<file path="src/rtl/spi_config_pkg.sv">
`default_nettype none
// ============================================================================
//  Module      : spi_config_pkg
//  Description : Shared constants for the SPI configuration master: config
//                vector width, field bit positions inside the config vector,
//                and the transaction state encoding.
//  Options     : none (readback is selected by SPI_CFG_READBACK_EN in the top)
//  Revision    : 1.0 - initial release
// ============================================================================
package spi_config_pkg;

    // Width of the configuration vector shifted to the slave
    localparam int DW = 36;

    // Field positions (LSB of each field) inside the config vector
    localparam int ACC_INC_POS        = 0;   // 24-bit accumulator increment
    localparam int DF_INC_COEF_POS    = 24;  // 2-bit decimation coefficient step
    localparam int DF_INC_FACT_POS    = 26;  // 2-bit decimation factor step
    localparam int DAC_ENA_POS        = 28;  // DAC enable
    localparam int DITH_FACT_POS      = 29;  // 2-bit dither factor
    localparam int USB_I2SN_POS       = 31;  // 1 = USB audio source, 0 = I2S
    localparam int AUDIO_CHAN_SEL_POS = 32;  // 2-bit audio channel select
    localparam int I2S_WS_ALIGN_POS   = 34;  // I2S word-select alignment
    localparam int SPI_OVERRIDE_POS   = 35;  // SPI register override (MSB)

    // Transaction state encoding
    typedef enum logic [2:0] {
        IDLE = 3'd0,
        LEAD = 3'd1,
        HIGH = 3'd2,
        LOW  = 3'd3,
        END  = 3'd4
    } spi_state_e;

endpackage : spi_config_pkg
`default_nettype wire

</file>
<file path="src/rtl/spi_config_master_tick.sv">
`default_nettype none
// ============================================================================
//  Module      : spi_tick_gen
//  Description : Phase timer for the SPI master. While run is high it emits
//                a one-cycle tick every CLK_DIV clk cycles; the first tick
//                comes CLK_DIV cycles after run rises. Dropping run restarts
//                the count.
//  Revision    : 1.0 - initial release
// ============================================================================
module spi_tick_gen #(
    parameter int CLK_DIV = 2
) (
    input  logic clk,
    input  logic rst,
    input  logic run,
    output logic tick
);

    localparam logic [7:0] c_term_cnt = 8'(CLK_DIV - 1);

    logic [7:0] cnt_q;
    logic [7:0] cnt_d;

    assign tick = run && (cnt_q == c_term_cnt);

    // Count up while running, wrap on each tick so every phase starts at 0
    always_comb begin
        cnt_d = cnt_q;
        if (!run || tick) begin
            cnt_d = 8'd0;
        end else begin
            cnt_d = cnt_q + 8'd1;
        end
    end

    // Tick counter register
    always_ff @(posedge clk) begin
        if (rst) begin
            cnt_q <= 8'd0;
        end else begin
            cnt_q <= cnt_d;
        end
    end

endmodule : spi_tick_gen
`default_nettype wire

</file>
<file path="src/rtl/spi_config_master.sv">
`default_nettype none
// ============================================================================
//  Module      : spi_config_master
//  Description : Mode-0 SPI master that writes one DW-bit configuration
//                vector per start request, MSB first, and (optionally) reads
//                the previous slave contents back on spi_miso.
//                Chip-select stays low for CLK_DIV*(2*DW+1) cycles: one lead
//                phase followed by DW high/low clock phase pairs.
//  Options     : SPI_CFG_READBACK_EN - when defined, spi_miso is sampled in
//                the last HIGH cycle of each bit and the assembled word is
//                published on rx_data in the END cycle. When undefined,
//                rx_data is tied to zero and spi_miso is ignored.
//  Revision    : 1.0 - initial release
// ============================================================================
module spi_config_master
    import spi_config_pkg::*;
#(
    parameter int DW      = spi_config_pkg::DW,
    parameter int CLK_DIV = 2
) (
    input  logic          clk,
    input  logic          rst,
    input  logic          start,
    input  logic [DW-1:0] tx_data,
    output logic          busy,
    output logic          done,
    output logic [DW-1:0] rx_data,
    output logic          spi_clk,
    output logic          spi_csn,
    output logic          spi_mosi,
    input  logic          spi_miso
);

    localparam int             BCW        = $clog2(DW + 1);
    localparam logic [BCW-1:0] c_last_bit = BCW'(DW);

    spi_state_e     state_q;
    spi_state_e     state_d;
    logic [DW-1:0]  tx_sh_q;
    logic [DW-1:0]  tx_sh_d;
    logic [BCW-1:0] bit_cnt_q;
    logic [BCW-1:0] bit_cnt_d;
    logic           busy_q;
    logic           busy_d;
    logic           done_q;
    logic           done_d;
    logic           sclk_q;
    logic           sclk_d;
    logic           csn_q;
    logic           csn_d;
    logic           mosi_q;
    logic           mosi_d;

    logic           w_run;
    logic           w_tick;

    // Phase timer runs only in the timed states; IDLE and END hold it at zero
    assign w_run = (state_q == LEAD) || (state_q == HIGH) || (state_q == LOW);

    spi_tick_gen #(
        .CLK_DIV (CLK_DIV)
    ) u_tick_gen (
        .clk  (clk),
        .rst  (rst),
        .run  (w_run),
        .tick (w_tick)
    );

    // Next-state and registered-output logic; outputs are computed for the
    // state being entered so every pin comes straight from a flop
    always_comb begin
        state_d   = state_q;
        tx_sh_d   = tx_sh_q;
        bit_cnt_d = bit_cnt_q;
        busy_d    = busy_q;
        done_d    = 1'b0;
        sclk_d    = sclk_q;
        csn_d     = csn_q;
        mosi_d    = mosi_q;

        case (state_q)
            IDLE: begin
                if (start) begin
                    state_d   = LEAD;
                    tx_sh_d   = tx_data;
                    bit_cnt_d = '0;
                    busy_d    = 1'b1;
                    csn_d     = 1'b0;
                    sclk_d    = 1'b0;
                    mosi_d    = tx_data[DW-1];
                end
            end
            LEAD: begin
                if (w_tick) begin
                    state_d = HIGH;
                    sclk_d  = 1'b1;
                end
            end
            HIGH: begin
                // Falling edge: present the next bit and count the one just sent
                if (w_tick) begin
                    state_d   = LOW;
                    sclk_d    = 1'b0;
                    tx_sh_d   = {tx_sh_q[DW-2:0], 1'b0};
                    mosi_d    = tx_sh_q[DW-2];
                    bit_cnt_d = bit_cnt_q + BCW'(1);
                end
            end
            LOW: begin
                if (w_tick) begin
                    if (bit_cnt_q == c_last_bit) begin
                        state_d = END;
                        csn_d   = 1'b1;
                        busy_d  = 1'b0;
                        done_d  = 1'b1;
                        mosi_d  = 1'b0;
                    end else begin
                        state_d = HIGH;
                        sclk_d  = 1'b1;
                    end
                end
            end
            END: begin
                // One-cycle gap: a start seen here is only taken in IDLE
                state_d = IDLE;
            end
            default: begin
                state_d = IDLE;
                busy_d  = 1'b0;
                csn_d   = 1'b1;
                sclk_d  = 1'b0;
                mosi_d  = 1'b0;
            end
        endcase
    end

    // State and output registers
    always_ff @(posedge clk) begin
        if (rst) begin
            state_q   <= IDLE;
            tx_sh_q   <= '0;
            bit_cnt_q <= '0;
            busy_q    <= 1'b0;
            done_q    <= 1'b0;
            sclk_q    <= 1'b0;
            csn_q     <= 1'b1;
            mosi_q    <= 1'b0;
        end else begin
            state_q   <= state_d;
            tx_sh_q   <= tx_sh_d;
            bit_cnt_q <= bit_cnt_d;
            busy_q    <= busy_d;
            done_q    <= done_d;
            sclk_q    <= sclk_d;
            csn_q     <= csn_d;
            mosi_q    <= mosi_d;
        end
    end

    assign busy     = busy_q;
    assign done     = done_q;
    assign spi_clk  = sclk_q;
    assign spi_csn  = csn_q;
    assign spi_mosi = mosi_q;

`ifdef SPI_CFG_READBACK_EN
    logic          w_sample;
    logic          w_finish;
    logic [DW-1:0] rx_sh_q;
    logic [DW-1:0] rx_sh_d;
    logic [DW-1:0] rx_data_q;
    logic [DW-1:0] rx_data_d;

    // Sample in the last HIGH cycle; publish when entering END
    assign w_sample = (state_q == HIGH) && w_tick;
    assign w_finish = (state_q == LOW) && w_tick && (bit_cnt_q == c_last_bit);

    // Readback shifter (LSB-in) and result holding register
    always_comb begin
        rx_sh_d   = rx_sh_q;
        rx_data_d = rx_data_q;
        if (w_sample) begin
            rx_sh_d = {rx_sh_q[DW-2:0], spi_miso};
        end
        if (w_finish) begin
            rx_data_d = rx_sh_q;
        end
    end

    // Readback registers
    always_ff @(posedge clk) begin
        if (rst) begin
            rx_sh_q   <= '0;
            rx_data_q <= '0;
        end else begin
            rx_sh_q   <= rx_sh_d;
            rx_data_q <= rx_data_d;
        end
    end

    assign rx_data = rx_data_q;
`else
    logic w_unused_miso;

    assign w_unused_miso = spi_miso;
    assign rx_data       = '0;
`endif

endmodule : spi_config_master
`default_nettype wire

</file>
<file path="config.mk">
export PLATFORM = sky130hd
export DESIGN_NAME = spi_config_master
export DESIGN_NICKNAME = d
export VERILOG_FILES = /design/src/rtl/spi_config_pkg.sv /design/src/rtl/spi_config_master_tick.sv /design/src/rtl/spi_config_master.sv
export SDC_FILE = /design/constraint.sdc
export NUM_CORES = 1
export LEC_CHECK = 0
export ABC_AREA = 0
export CAP_MARGIN = 20
export CORE_MARGIN = 2
export CORE_UTILIZATION = 49
export CTS_BUF_LIST = sky130_fd_sc_hd__clkbuf_16
export CTS_CLUSTER_SIZE = 12
export DETAILED_ROUTE_END_ITERATION = 8
export PLACE_DENSITY = 0.8
export SYNTH_ARGS = -nofsm -noshare
export SYNTH_HDL_FRONTEND = slang
export SYNTH_SLANG_ARGS = --single-unit
</file>
<file path="constraint.sdc">
create_clock -name clk -period 2.05 [get_ports clk]
set_input_delay 0.41 -clock clk [delete_from_list [all_inputs] [get_ports clk]]
set_output_delay 0.41 -clock clk [all_outputs]
set_load 0.005 [all_outputs]
</file>
Yosys cells after proc, flatten, opt, wreduce, memory -nomap -nowiden. Cells that the tools add are included.

Add/sub/neg operators: 2. Eq/ne operators: 12. Muxes and demuxes: 29. Bitwise logic cells: 5. Reduce and logical (&&, ||, !) cells: 16.

Operators with widths (number): 2-to-1 mux 35 bit (2); one-hot mux 35 bit (2 select lines) (1); 2-to-1 mux 3 bit (5); 2-to-1 mux 1 bit (13); 2-to-1 mux 6 bit (2); one-hot mux 3 bit (4 select lines) (1); one-hot mux 6 bit (2 select lines) (1); adder 8 x 1 -> 8 bit (second input constant) (1); == test 8 x 1 -> 1 bit (second input constant) (1); != test 2 x 1 -> 1 bit (second input constant) (4); AND reduction 4 bit (2); adder 6 x 1 -> 6 bit (second input constant) (1); == test 3 x 2 -> 1 bit (second input constant) (2); == test 6 bit (second input constant) (1); one-hot mux 1 bit (3 select lines) (2); AND reduction 6 bit (1); OR reduction 3 bit (2); inverter 1 bit (5); one-hot mux 1 bit (5 select lines) (1); AND reduction 5 bit (1); != test 2 bit (second input constant) (2); one-hot mux 1 bit (4 select lines) (1); OR reduction 2 bit (2); == test 3 x 1 -> 1 bit (second input constant) (1); 7 further kinds (9).

Flip-flop bits (word level): 57. Input port bits: 40. Output and inout port bits: 41. Word-level logic and storage cells: 73.

Longest topological paths before layout. Gate-level depths: netlist (run 1).

Depth after elaboration: 6. Gate-level depth with buffers: 8. Gate-level depth less buffers: 6.

Hierarchy. A second synthesis (run 1) with hierarchy kept.

Cells, all modules: 322. Area total of the unflattened synthesis: 3128.0 um^2.

By module, submodules not included: spi_config_master (times used 1, cells each 282, area each 2748.9 um^2, seq. area each 980.9 um^2); spi_tick_gen (times used 1, cells each 40, area each 379.1 um^2, seq. area each 160.2 um^2).

Worst setup path after synthesis (run 1). OpenSTA, ideal clock, no wires.

Path type: register to register. Start: register u_tick_gen.cnt_q[0]. End: register bit_cnt_q[5]. Library setup time: 0.123 ns. Arrival: 1.597 ns. Required time: 1.927 ns. Slack: 0.330 ns. Cell stages (with the launch flop): 7. Path buffers: 1. Clock period less this slack: 1.720 ns. Cell sequence: dfxtp_1 ha_1 nor3b_2 and3_1 buf_6 nand4_1 mux2_1.

Longest elaborated chain between the ends: 4.

RTL lines: start, declared (line spi_config_master_tick.sv:21) `logic [7:0] cnt_q;`; start signal, assigned (line spi_config_master_tick.sv:41) `cnt_q <= cnt_d;`; == test 8 x 1 -> 1 bit (line spi_config_master_tick.sv:24) `assign tick = run && (cnt_q == c_term_cnt);`; logical AND 1 bit (line spi_config_master_tick.sv:24); != test 2 x 1 -> 1 bit (no line); AND reduction 3 bit (no line); end signal, assigned (line spi_config_master.sv:151) `bit_cnt_q <= bit_cnt_d;`; end, declared (line spi_config_master.sv:41) `logic [BCW-1:0] bit_cnt_q;`.

No other way between the ends. A chain may end at the register's enable or synchronous reset.

Worst setup path in the final report (run 1).
Start: register u_tick_gen.cnt_q[0]. End: register tx_sh_q[30].

Longest elaborated chain between the ends: 4.

RTL lines: == test 8 x 1 -> 1 bit (line spi_config_master_tick.sv:24); logical AND 1 bit (line spi_config_master_tick.sv:24); != test 2 x 1 -> 1 bit (no line); AND reduction 3 bit (no line); end signal, assigned (line spi_config_master.sv:150) `tx_sh_q <= tx_sh_d;`; end, declared (line spi_config_master.sv:39) `logic [DW-1:0] tx_sh_q;`.

No other way between the ends.

==> results of run 1 <==
## worst paths after layout
kind,start,end,slack [ns]
worst min-delay path,tx_sh_q[0],tx_sh_q[0],0.48
worst min register to register,tx_sh_q[0],tx_sh_q[0],0.48
worst max-delay path,u_tick_gen.cnt_q[0],tx_sh_q[30],0.18
worst max register to register,u_tick_gen.cnt_q[0],tx_sh_q[30],0.18
## registers in the layout (all words and copies together), names as in the netlist
| name | cells |
|---|---|
| bit_cnt_q | 6 |
| busy | 1 |
| done | 1 |
| spi_clk | 1 |
| spi_csn | 1 |
| spi_mosi | 1 |
| state_q | 3 |
| tx_sh_q | 35 |
| u_tick_gen.cnt_q | 8 |
## power groups by stage
stage                     logic, uW  clock network (uW)  registers [uW]
after floorplan                 358                   0            1250
after global placement          442                   0            1260
after detailed placement        451                   0            1260
after CTS                       457                1270            1240
after global routing            496                1340            1250
final                           453                1260            1240
## through the flow
stage	area, um2	hold WS, ns	util, %
2_1_floorplan	3210	0.448	-
3_3_place_gp	3460	0.466	57.7
3_5_place_dp	3460	0.470	57.7
4_1_cts	3710	0.484	62.0
5_1_grt	3710	0.515	62.0
6_report	3710	0.478	62.0
## cell type report
cell class | count | area [um2]
Clock inverter | 7 | 30.0
Clock buffer | 9 | 225
Timing Repair Buffer | 58 | 551
Multi-Input combinational cell | 229 | 1650
Tap cell | 75 | 93.8
Sequential cell | 57 | 1140
Fill cell | 488 | 2280
Inverter | 5 | 18.8
## placed cells by master (no fill, tap or decap), types with 2 or more instances in the layout
master and count:
clkinv_2 3, mux2i_1 37, nor3_1 35, nand3_1 11, ha_1 4, clkbuf_16 9
nor2_1 17, xor2_1 8, and3_1 5, nand4_1 4, inv_1 7, a31oi_1 2
a211oi_1 6, buf_4 14, nand2b_1 2, a21oi_1 6, clkdlybuf4s50_1 42, a211oi_2 28
nand2_1 6, conb_1 36, dfxtp_1 57, xnor2_1 2, clkinv_1 2, nor4b_1 2
## tightest hold or removal path, delay by kind of cell, from the launching register on
family,cells,cell delay (ns)
AO/OA/AOI/OAI,1,0.06
flip-flops,1,0.31
AND/OR/NAND/NOR,1,0.07
## routing by layer
layer | GRT usage (%) | routed length (um) | vias up
met5 | 0 | 0 | -
met4 | 7.30 | 113 | 0
met3 | 7.46 | 362 | 10
met2 | 29.1 | 3020 | 63
met1 | 21.8 | 2640 | 1112
li1 | - | - | 1159
## cell families (layout without fill, tap and decap cells)
| kind of cell | count (synthesis) | count (layout) | share of synthesized area, % |
|---|---|---|---|
| multiplexers | 38 | 38 | 12.4 |
| buffers and inverters | 64 | 79 | 14.0 |
| AO/OA/AOI/OAI | 45 | 45 | 14.9 |
| other | 1 | 36 | 0.122 |
| adder cells (fa/ha/maj) | 4 | 4 | 1.63 |
| XOR/XNOR | 10 | 10 | 2.84 |
| AND/OR/NAND/NOR | 96 | 96 | 17.1 |
| flip-flops | 57 | 57 | 37.1 |
==> metrics.md, run 1 <==
| Metric | Value |
|---|---|
| Status | complete, no violations |
| Hold_buf cts | 0 |
| Die Y | 83.3 um |
| EDFF count, synth | 0 |
| Post-CTS setup buffers | 0 |
| Worst-path cell chain | ha_1 > nor3b_2 > and3_1 > buf_4 > nor3_1 > a211oi_2 |
| First-pass DRT Iterations | 4 |
| Clock buffer count from CTS | 9 |
| Hold Violations, Final | 0 |
| Resize count post-CTS | 0 |
| Drt first-iter violations | 126 |
| Count leader, synth | dfxtp_1 |
| Sequential element share of the synthesized area | 37.1% |
| Starting Density | 51.4% |
| Tmin final | 1.87 ns |
| Die footprint | 6930 um2 |
| Drt total wl | 6140 um |
| CP Class | reg2reg |
| Placement row count | 28 |
| Max-cap viol count | 0 |
| CTS Sinks | 57 |
| Ports | 81 |
| Overall power | 2950 uW |
| WP data required | 2.29 ns |
| Drt drc | 0 |
| Area contributors post-synth | dfxtp_1 37%, mux2i_1 12%, a211oi_2 11%, buf_4 10%, nor3_1 5.7% |
| Worst r2r path cells | 6 |
| Area growth syn-to-layout | 20.6% |
| Clock root cell | clkbuf_16 |
| Fmax | 0.535 GHz |
| Antenna diodes | 0 |
| Startpoint Class | register |
| Drt wl/cell | 14.0 um |
| Worst setup margin | 0.182 ns |
| Post-Route Setup TNS | 0 ns |
| Seq pwr share | 42.1% |
| Sw power | 743 uW |
| Clock-pin transition on the worst setup and hold timing paths | 0.05 ns |
| Avg Cell Area, Syn | 9.78 um2 |
| WP buf/inv | 1 |
| P_leak | 0.00136 uW |
| Port-buffer cells | 43 |
| Largest area contributor in the netlist | dfxtp_1 |
| Routed Antenna Nets | 0 |
| Main synth FF type | dfxtp_1 |
| Clock group share of total power | 42.5% |
| Comb power frac | 15.4% |
| Setup violations, final | 0 |
| Final std cells w/o fill | 440 |
| Synthesized area | 3080 um2 |
| Yosys warns | 0 |
| Cell area power density | 795 nW/um2 |
| Post-synth cell types | 39 |
| Final Net Count | 404 |
| Crit Path Max Fanout | 20 |
| Fraction of layout instances using a drive strength above 1 | 17.0% |
| Via Count | 2,344 |
| RSZ-0062 raised after global routing | no |
| Worst path max stage delay | 0.40 ns |
| Vias in the first global route | 2,265 |
| H-tree levels | 3 |
| CP Data Arrival Time | 2.10 ns |
| Avg Vias per Cell | 5.33 |
| Largest net degree at the start of global routing | 35 |
| Fin crit share | 91.1% |
| CTS tree | built |
| Setup WS pre-CTS | 0.137 ns |
| Latest clock arrival within the worst-skew pair | 0.32 ns |
| Yosys reg bits | 57 |
| GRT Total Usage | 18.2% |
| Family with the most delay on the worst path | simple AND/OR/NAND/NOR gates |
| Initial antenna violation count | 0 |
| Mapped Cells | 315 |
| Hold Path Stages | 2 |
| Crit end category | register |
| Worst min path class | reg2reg |
| Cell-internal power | 2210 uW |
| Slowest cell on crit path | dfxtp_1 |
| Levels on crit path | 6 |
| Fin Clk Skew | 0.00332 ns |
| Ys async rst share | 0% |
| Switching share of power | 25.2% |
| Pins Over Slew Limit | 0 |
| First-pass GRT wire length | 10,400 um |
| Top cell type's share of synthesized area | 37.1% |
| HPWL Detailed | 4060 um |
| Placed insts | 424 |
| Clk buf depth | 2 |
| Max IR drop VDD | 516 uV |
| Die Span X | 83.3 um |
| Post-synth top cells | 57 x dfxtp_1, 43 x buf_4, 37 x mux2i_1 |
| Placer Congestion | 0.789 |
| Core area | 5990 um2 |
| Total gr overflow | 0 |
No activity file was read; power rests on OpenSTA's default activity.
==> run 2, diff against run 1 <==
--- a/config.mk
+++ b/config.mk
@@ -13,6 +13,7 @@
 export CTS_CLUSTER_SIZE = 12
 export DETAILED_ROUTE_END_ITERATION = 8
 export PLACE_DENSITY = 0.8
+export REMOVE_ABC_BUFFERS = 1
 export SYNTH_ARGS = -nofsm -noshare
 export SYNTH_HDL_FRONTEND = slang
 export SYNTH_SLANG_ARGS = --single-unit
==> run 2 against run 1 <==
Compared with the run above: flip-flop and latch count did not move; setup slack improved by 0.045 ns; hold slack got worse by 0.026 ns; core utilization fell by 0.083 points; power barely moved; wire length fell by 4.3%; sequential power barely moved; non-clock buffer count fell by 2; combinational power barely moved.
==> metrics.md, run 2 (same netlist as run 1, synthesis figures left out) <==
| Metric | Value |
|---|---|
| Crit end category | register |
| CTS tree | built |
| Cell-internal power | 2210 uW |
| First-pass DRT Iterations | 5 |
| WP buf/inv | 2 |
| Initial antenna violation count | 0 |
| Finished Cell Area | 3710 um2 |
| Largest regs | tx_sh_q: 35 flops, u_tick_gen.cnt_q: 8 flops, bit_cnt_q: 6 flops |
| Placer Congestion | 0.853 |
| Drt drc | 0 |
| Die Span X | 83.3 um |
| Layout fillers | 480 |
| Slowest cell on crit path | dfxtp_1 |
| Fraction of layout instances using a drive strength above 1 | 16.0% |
| Max FFs per register | 35 |
| Family with the most delay on the worst path | simple AND/OR/NAND/NOR gates |
| RSZ-0062 raised after global routing | no |
| Area post-placement | 3460 um2 |
| Drt wl/cell | 13.4 um |
| Via Count | 2,340 |
| Seq pwr share | 42.0% |
| Drt first-iter violations | 108 |
| Status | complete, no violations |
| Starting Density | 51.4% |
| Largest Register | tx_sh_q |
| Antenna diodes | 0 |
| Max IR drop VDD | 556 uV |
| HPWL Detailed | 3870 um |
| P_leak | 0.00134 uW |
| Drt total wl | 5870 um |
| Overall power | 2950 uW |
| CP Class | reg2reg |
| Most common cell after layout, fill and taps aside | dfxtp_1 |
| Worst setup margin | 0.227 ns |
| Total gr overflow | 0 |
| CTS Sinks | 57 |
| WP data required | 2.23 ns |
| Area growth syn-to-layout | 20.4% |
| Routed Antenna Nets | 0 |
| Placement row count | 28 |
| Fmax | 0.549 GHz |
| Die footprint | 6930 um2 |
| Most frequent cells in the layout | 57 x dfxtp_1, 42 x clkdlybuf4s50_1, 37 x mux2i_1 |
| H-tree levels | 3 |
| Max-cap viol count | 0 |
| Largest net degree at the start of global routing | 37 |
| Clock buffer count from CTS | 9 |
| Die Y | 83.3 um |
| Setup violations, final | 0 |
| Port-buffer cells | 43 |
| Clock group share of total power | 42.7% |
| Cell area power density | 795 nW/um2 |
| Latest clock arrival within the worst-skew pair | 0.32 ns |
| Hold_buf cts | 0 |
| Post-CTS setup buffers | 0 |
| Final Util | 61.9% |
| Resize count post-CTS | 0 |
| Final Net Count | 402 |
| Ports | 81 |
| Hold Violations, Final | 0 |
| Sw power | 743 uW |
| Tmin final | 1.82 ns |
| Fin crit share | 88.9% |
| CP Data Arrival Time | 2.00 ns |
| Fin Clk Skew | 0.00481 ns |
| Avg Vias per Cell | 5.34 |
| Pins Over Slew Limit | 0 |
| Crit Path Max Fanout | 34 |
| Core area | 5990 um2 |
| Worst min path class | in2reg |
| Switching share of power | 25.2% |
| Clock-pin transition on the worst setup and hold timing paths | 0.05 ns |
| Comb power frac | 15.3% |
| Worst path max stage delay | 0.41 ns |
| Startpoint Class | register |
| Clk buf depth | 2 |
| Worst-path cell chain | ha_1 > nor3b_2 > buf_4 > nand3_1 > nand2_2 > buf_12 > a211oi_1 |
| First-pass GRT wire length | 10,000 um |
| Post-Route Setup TNS | 0 ns |
| Clock root cell | clkbuf_16 |
| GRT Total Usage | 17.7% |
| Setup WS pre-CTS | 0.0568 ns |
| Vias in the first global route | 2,229 |
-- run 2: cell count changes in the layout (fill, tap and decap cells not counted), sizes merged --
| cell | delta |
|---|---|
| buf | -2 |
| clkinv | +2 |
| inv | -2 |
-- run 2: metal layers --
| layer | GRT usage (%) | wire (um) |
|---|---|---|
| met5 | 0 | 0 |
| met2 | 28.8 | 2830 |
| met1 | 21.3 | 2610 |
| met4 | 9.69 | 143 |
| met3 | 4.67 | 294 |
-- run 2: power by group through the flow --
stage               clock network, uW  registers [uW]  logic (uW)
floorplan                           0            1250         279
global placement                    0            1260         439
detailed placement                  0            1260         451
CTS                              1270            1240         453
global route                     1340            1250         496
finish                           1260            1240         452
-- run 2: per-stage QoR --
stage               std cells  hold slack [ns]
floorplan                 291            0.441
global placement          422            0.460
detailed placement        422            0.465
CTS                       438            0.440
global route              438            0.454
finish                    438            0.452
-- run 2: path summary, 6_finish.rpt --
check | from | endpoint | slack [ns] | cells past startpoint
hold reg to reg | tx_sh_q[0] | tx_sh_q[0] | 0.47 | 2
hold / removal | rst | tx_sh_q[0] | 0.45 | 2
setup / recovery | u_tick_gen.cnt_q[0] | tx_sh_q[10] | 0.23 | 7
setup reg to reg | u_tick_gen.cnt_q[0] | tx_sh_q[10] | 0.23 | 7
-- run 2: worst register-to-register path: cells and delay by family (launching register included) --
kind	cells	cell delay [ns]
AND/OR/NAND/NOR	3	0.55
flip-flops	1	0.41
adder cells (fa/ha/maj)	1	0.18
buffers and inverters	2	0.42
AO/OA/AOI/OAI	1	0.13
-- run 2: cell type report --
cell class                 instances  area, um2  share of cell area (%)
tap                               75       93.8                    2.53
timing repair buffer              56        548                    14.8
multi-input combinational        229       1650                    44.6
clock inverter                     7       27.5                   0.742
inverter                           5       18.8                   0.506
sequential                        57       1140                    30.8
clock buffer                       9        225                    6.07
==> run 3, diff against run 2 <==
--- a/config.mk
+++ b/config.mk
@@ -7,12 +7,14 @@
 export LEC_CHECK = 0
 export ABC_AREA = 0
 export CAP_MARGIN = 20
+export CELL_PAD_IN_SITES_DETAIL_PLACEMENT = 0
+export CELL_PAD_IN_SITES_GLOBAL_PLACEMENT = 1
 export CORE_MARGIN = 2
-export CORE_UTILIZATION = 49
+export CORE_UTILIZATION = 37
 export CTS_BUF_LIST = sky130_fd_sc_hd__clkbuf_16
 export CTS_CLUSTER_SIZE = 12
 export DETAILED_ROUTE_END_ITERATION = 8
-export PLACE_DENSITY = 0.8
+export PLACE_DENSITY_LB_ADDON = 0.1
 export REMOVE_ABC_BUFFERS = 1
 export SYNTH_ARGS = -nofsm -noshare
 export SYNTH_HDL_FRONTEND = slang
==> constraint.sdc (replaced) <==
create_clock -name clk -period 2.05 [get_ports clk]
set_input_delay 0.41 -clock clk [delete_from_list [all_inputs] [get_ports clk]]
set_output_delay 0.41 -clock clk [all_outputs]
set_load 0.1 [all_outputs]
==> run 3 against run 2 <==
Compared with the run above: power increased by 26%; wire length increased by 10%; final cell count increased by 7.5%; flip-flop and latch count unchanged.
==> metrics.md, run 3 (same netlist as run 1, synthesis figures left out) <==
| Metric | Value |
|---|---|
| Latest clock arrival within the worst-skew pair | 0.33 ns |
| Hold Path Origin | rst |
| Placement row count | 33 |
| Core area | 8130 um2 |
| Port-buffer cells | 43 |
| Avg Vias per Cell | 4.93 |
| Fmax | 0.563 GHz |
| Post-CTS setup buffers | 0 |
| Starting Density | 37.9% |
| Worst r2r path cells | 7 |
| Hold Violations, Final | 0 |
| Clock root cell | clkbuf_16 |
| First-pass DRT Iterations | 4 |
| H-tree levels | 3 |
| Ports | 81 |
| Cell area power density | 967 nW/um2 |
| Layout fillers | 768 |
| Largest net degree at the start of global routing | 38 |
| Max-cap viol count | 0 |
| Crit end category | register |
| Fraction of layout instances using a drive strength above 1 | 19.7% |
| Vias in the first global route | 2,201 |
| Fin Clk Skew | 0.00788 ns |
| Most common cell after layout, fill and taps aside | dfxtp_1 |
| CTS Sinks | 57 |
| Pins Over Slew Limit | 0 |
| Worst Hold Endpoint | state_q[0] |
| Clock buffer count from CTS | 9 |
| Most frequent cells in the layout | 57 x dfxtp_1, 37 x mux2i_1, 37 x clkdlybuf4s50_1 |
| Reg2reg start | u_tick_gen.cnt_q[1] |
| Antenna diodes | 0 |
| Die Y | 95.2 um |
| Worst min path class | in2reg |
| CP Data Arrival Time | 2.02 ns |
| CP Class | reg2reg |
| P_leak | 0.00140 uW |
| Max IR drop VDD | 662 uV |
| Startpoint Class | register |
| Die Span X | 95.2 um |
| Crit Path Max Fanout | 16 |
| Hold Path Stages | 2 |
| Fin crit share | 86.7% |
| Drt first-iter violations | 100 |
| Final Net Count | 405 |
| Clk buf depth | 2 |
| Status | complete, no violations |
| Drt total wl | 6460 um |
| Hold_buf cts | 0 |
| HPWL Detailed | 4270 um |
| Placer Congestion | 0.746 |
| WP data required | 2.29 ns |
| Final Util | 47.3% |
| Largest regs | tx_sh_q: 35 flops, u_tick_gen.cnt_q: 8 flops, bit_cnt_q: 6 flops |
| Largest Register | tx_sh_q |
| Clock-pin transition on the worst setup and hold timing paths | 0.06 ns |
| R2r endpoint | tx_sh_q[2] |
| Tmin final | 1.78 ns |
| Hold Slack | 0.450 ns |
| GRT Total Usage | 15.2% |
| Total gr overflow | 0 |
| Initial antenna violation count | 0 |
| Setup violations, final | 0 |
| CTS tree | built |
| Routed Antenna Nets | 0 |
| Area growth syn-to-layout | 24.9% |
| Max FFs per register | 35 |
| Via Count | 2,321 |
| Drt wl/cell | 13.7 um |
| RSZ-0062 raised after global routing | no |
| Die footprint | 9070 um2 |
| Slew headroom | 62.3% |
| First-pass GRT wire length | 10,600 um |
| Flop2flop setup slack | 0.27 ns |
| Drt drc | 0 |
| Resize count post-CTS | 0 |
| Worst Tran Pin Value | 0.566 ns |
-- run 3: cell count changes in the layout (fill, tap and decap cells not counted), sizes merged --
cell,change
clkinv,-5
clkdlybuf4s50,-5
clkinvlp,+2
bufinv,+3
buf,+8
-- run 3: critical path: stages, from the launching register on --
cell and delay [ns]:
dfxtp_1 0.34, inv_1 0.06, ha_1 0.14, nor3b_2 0.30
and3_1 0.30, buf_4 0.26, nor3_1 0.08, a211oi_2 0.21
-- run 3: worst max-delay path by stage --
stage,startpoint,endpoint,slack [ns]
2_1_floorplan,state_q[1],tx_sh_q[10],-2.29
3_3_place_gp,start,tx_sh_q[12],0.09
3_5_place_dp,start,tx_sh_q[12],0.04
4_1_cts,u_tick_gen.cnt_q[1],tx_sh_q[2],0.26
5_1_grt,u_tick_gen.cnt_q[1],tx_sh_q[9],0.09
6_report,u_tick_gen.cnt_q[1],tx_sh_q[2],0.27
-- run 3: layout make-up --
class | instances | area [um2] | share of cell area (%)
flip-flops and latches | 57 | 1140 | 29.7
clock inverters | 7 | 119 | 3.09
multi-input cells | 229 | 1650 | 43.0
clock buffers | 9 | 225 | 5.85
well taps | 105 | 131 | 3.41
repair buffers | 59 | 558 | 14.5
inverters | 5 | 18.8 | 0.488
-- run 3: layer usage --
| layer | track usage (%) | share of wire (%) | wire (um) | vias up |
|---|---|---|---|---|
| met1 | 19.7 | 48 | 3120 | 1093 |
| met4 | 7.49 | 1.9 | 121 | 0 |
| met5 | 0 | 0 | 0 | - |
| met3 | 3.32 | 4.7 | 303 | 10 |
| li1 | - | - | - | 1154 |
| met2 | 23.7 | 45 | 2920 | 64 |
-- run 3: metrics by stage --
stage / setup TNS [ns] / setup slack, ns / total power (uW) / cells / area, um2
after floorplan: -95.94 / -2.29 / 1840 / 291 / 2800
after global placement: 0 / 0.0923 / 2030 / 455 / 3500
after detailed placement: 0 / 0.0362 / 2040 / 455 / 3500
after CTS: 0 / 0.259 / 3770 / 471 / 3850
after global routing: 0 / 0.0891 / 3870 / 471 / 3850
final: 0 / 0.273 / 3720 / 471 / 3850
-- run 3: report_power, final --
group	internal, uW	switching (uW)	total [uW]	leakage (uW)
combinational	229	544	773	0.000772
sequential	1190	44.5	1230	0.000468
clock	1180	528	1710	0.000162
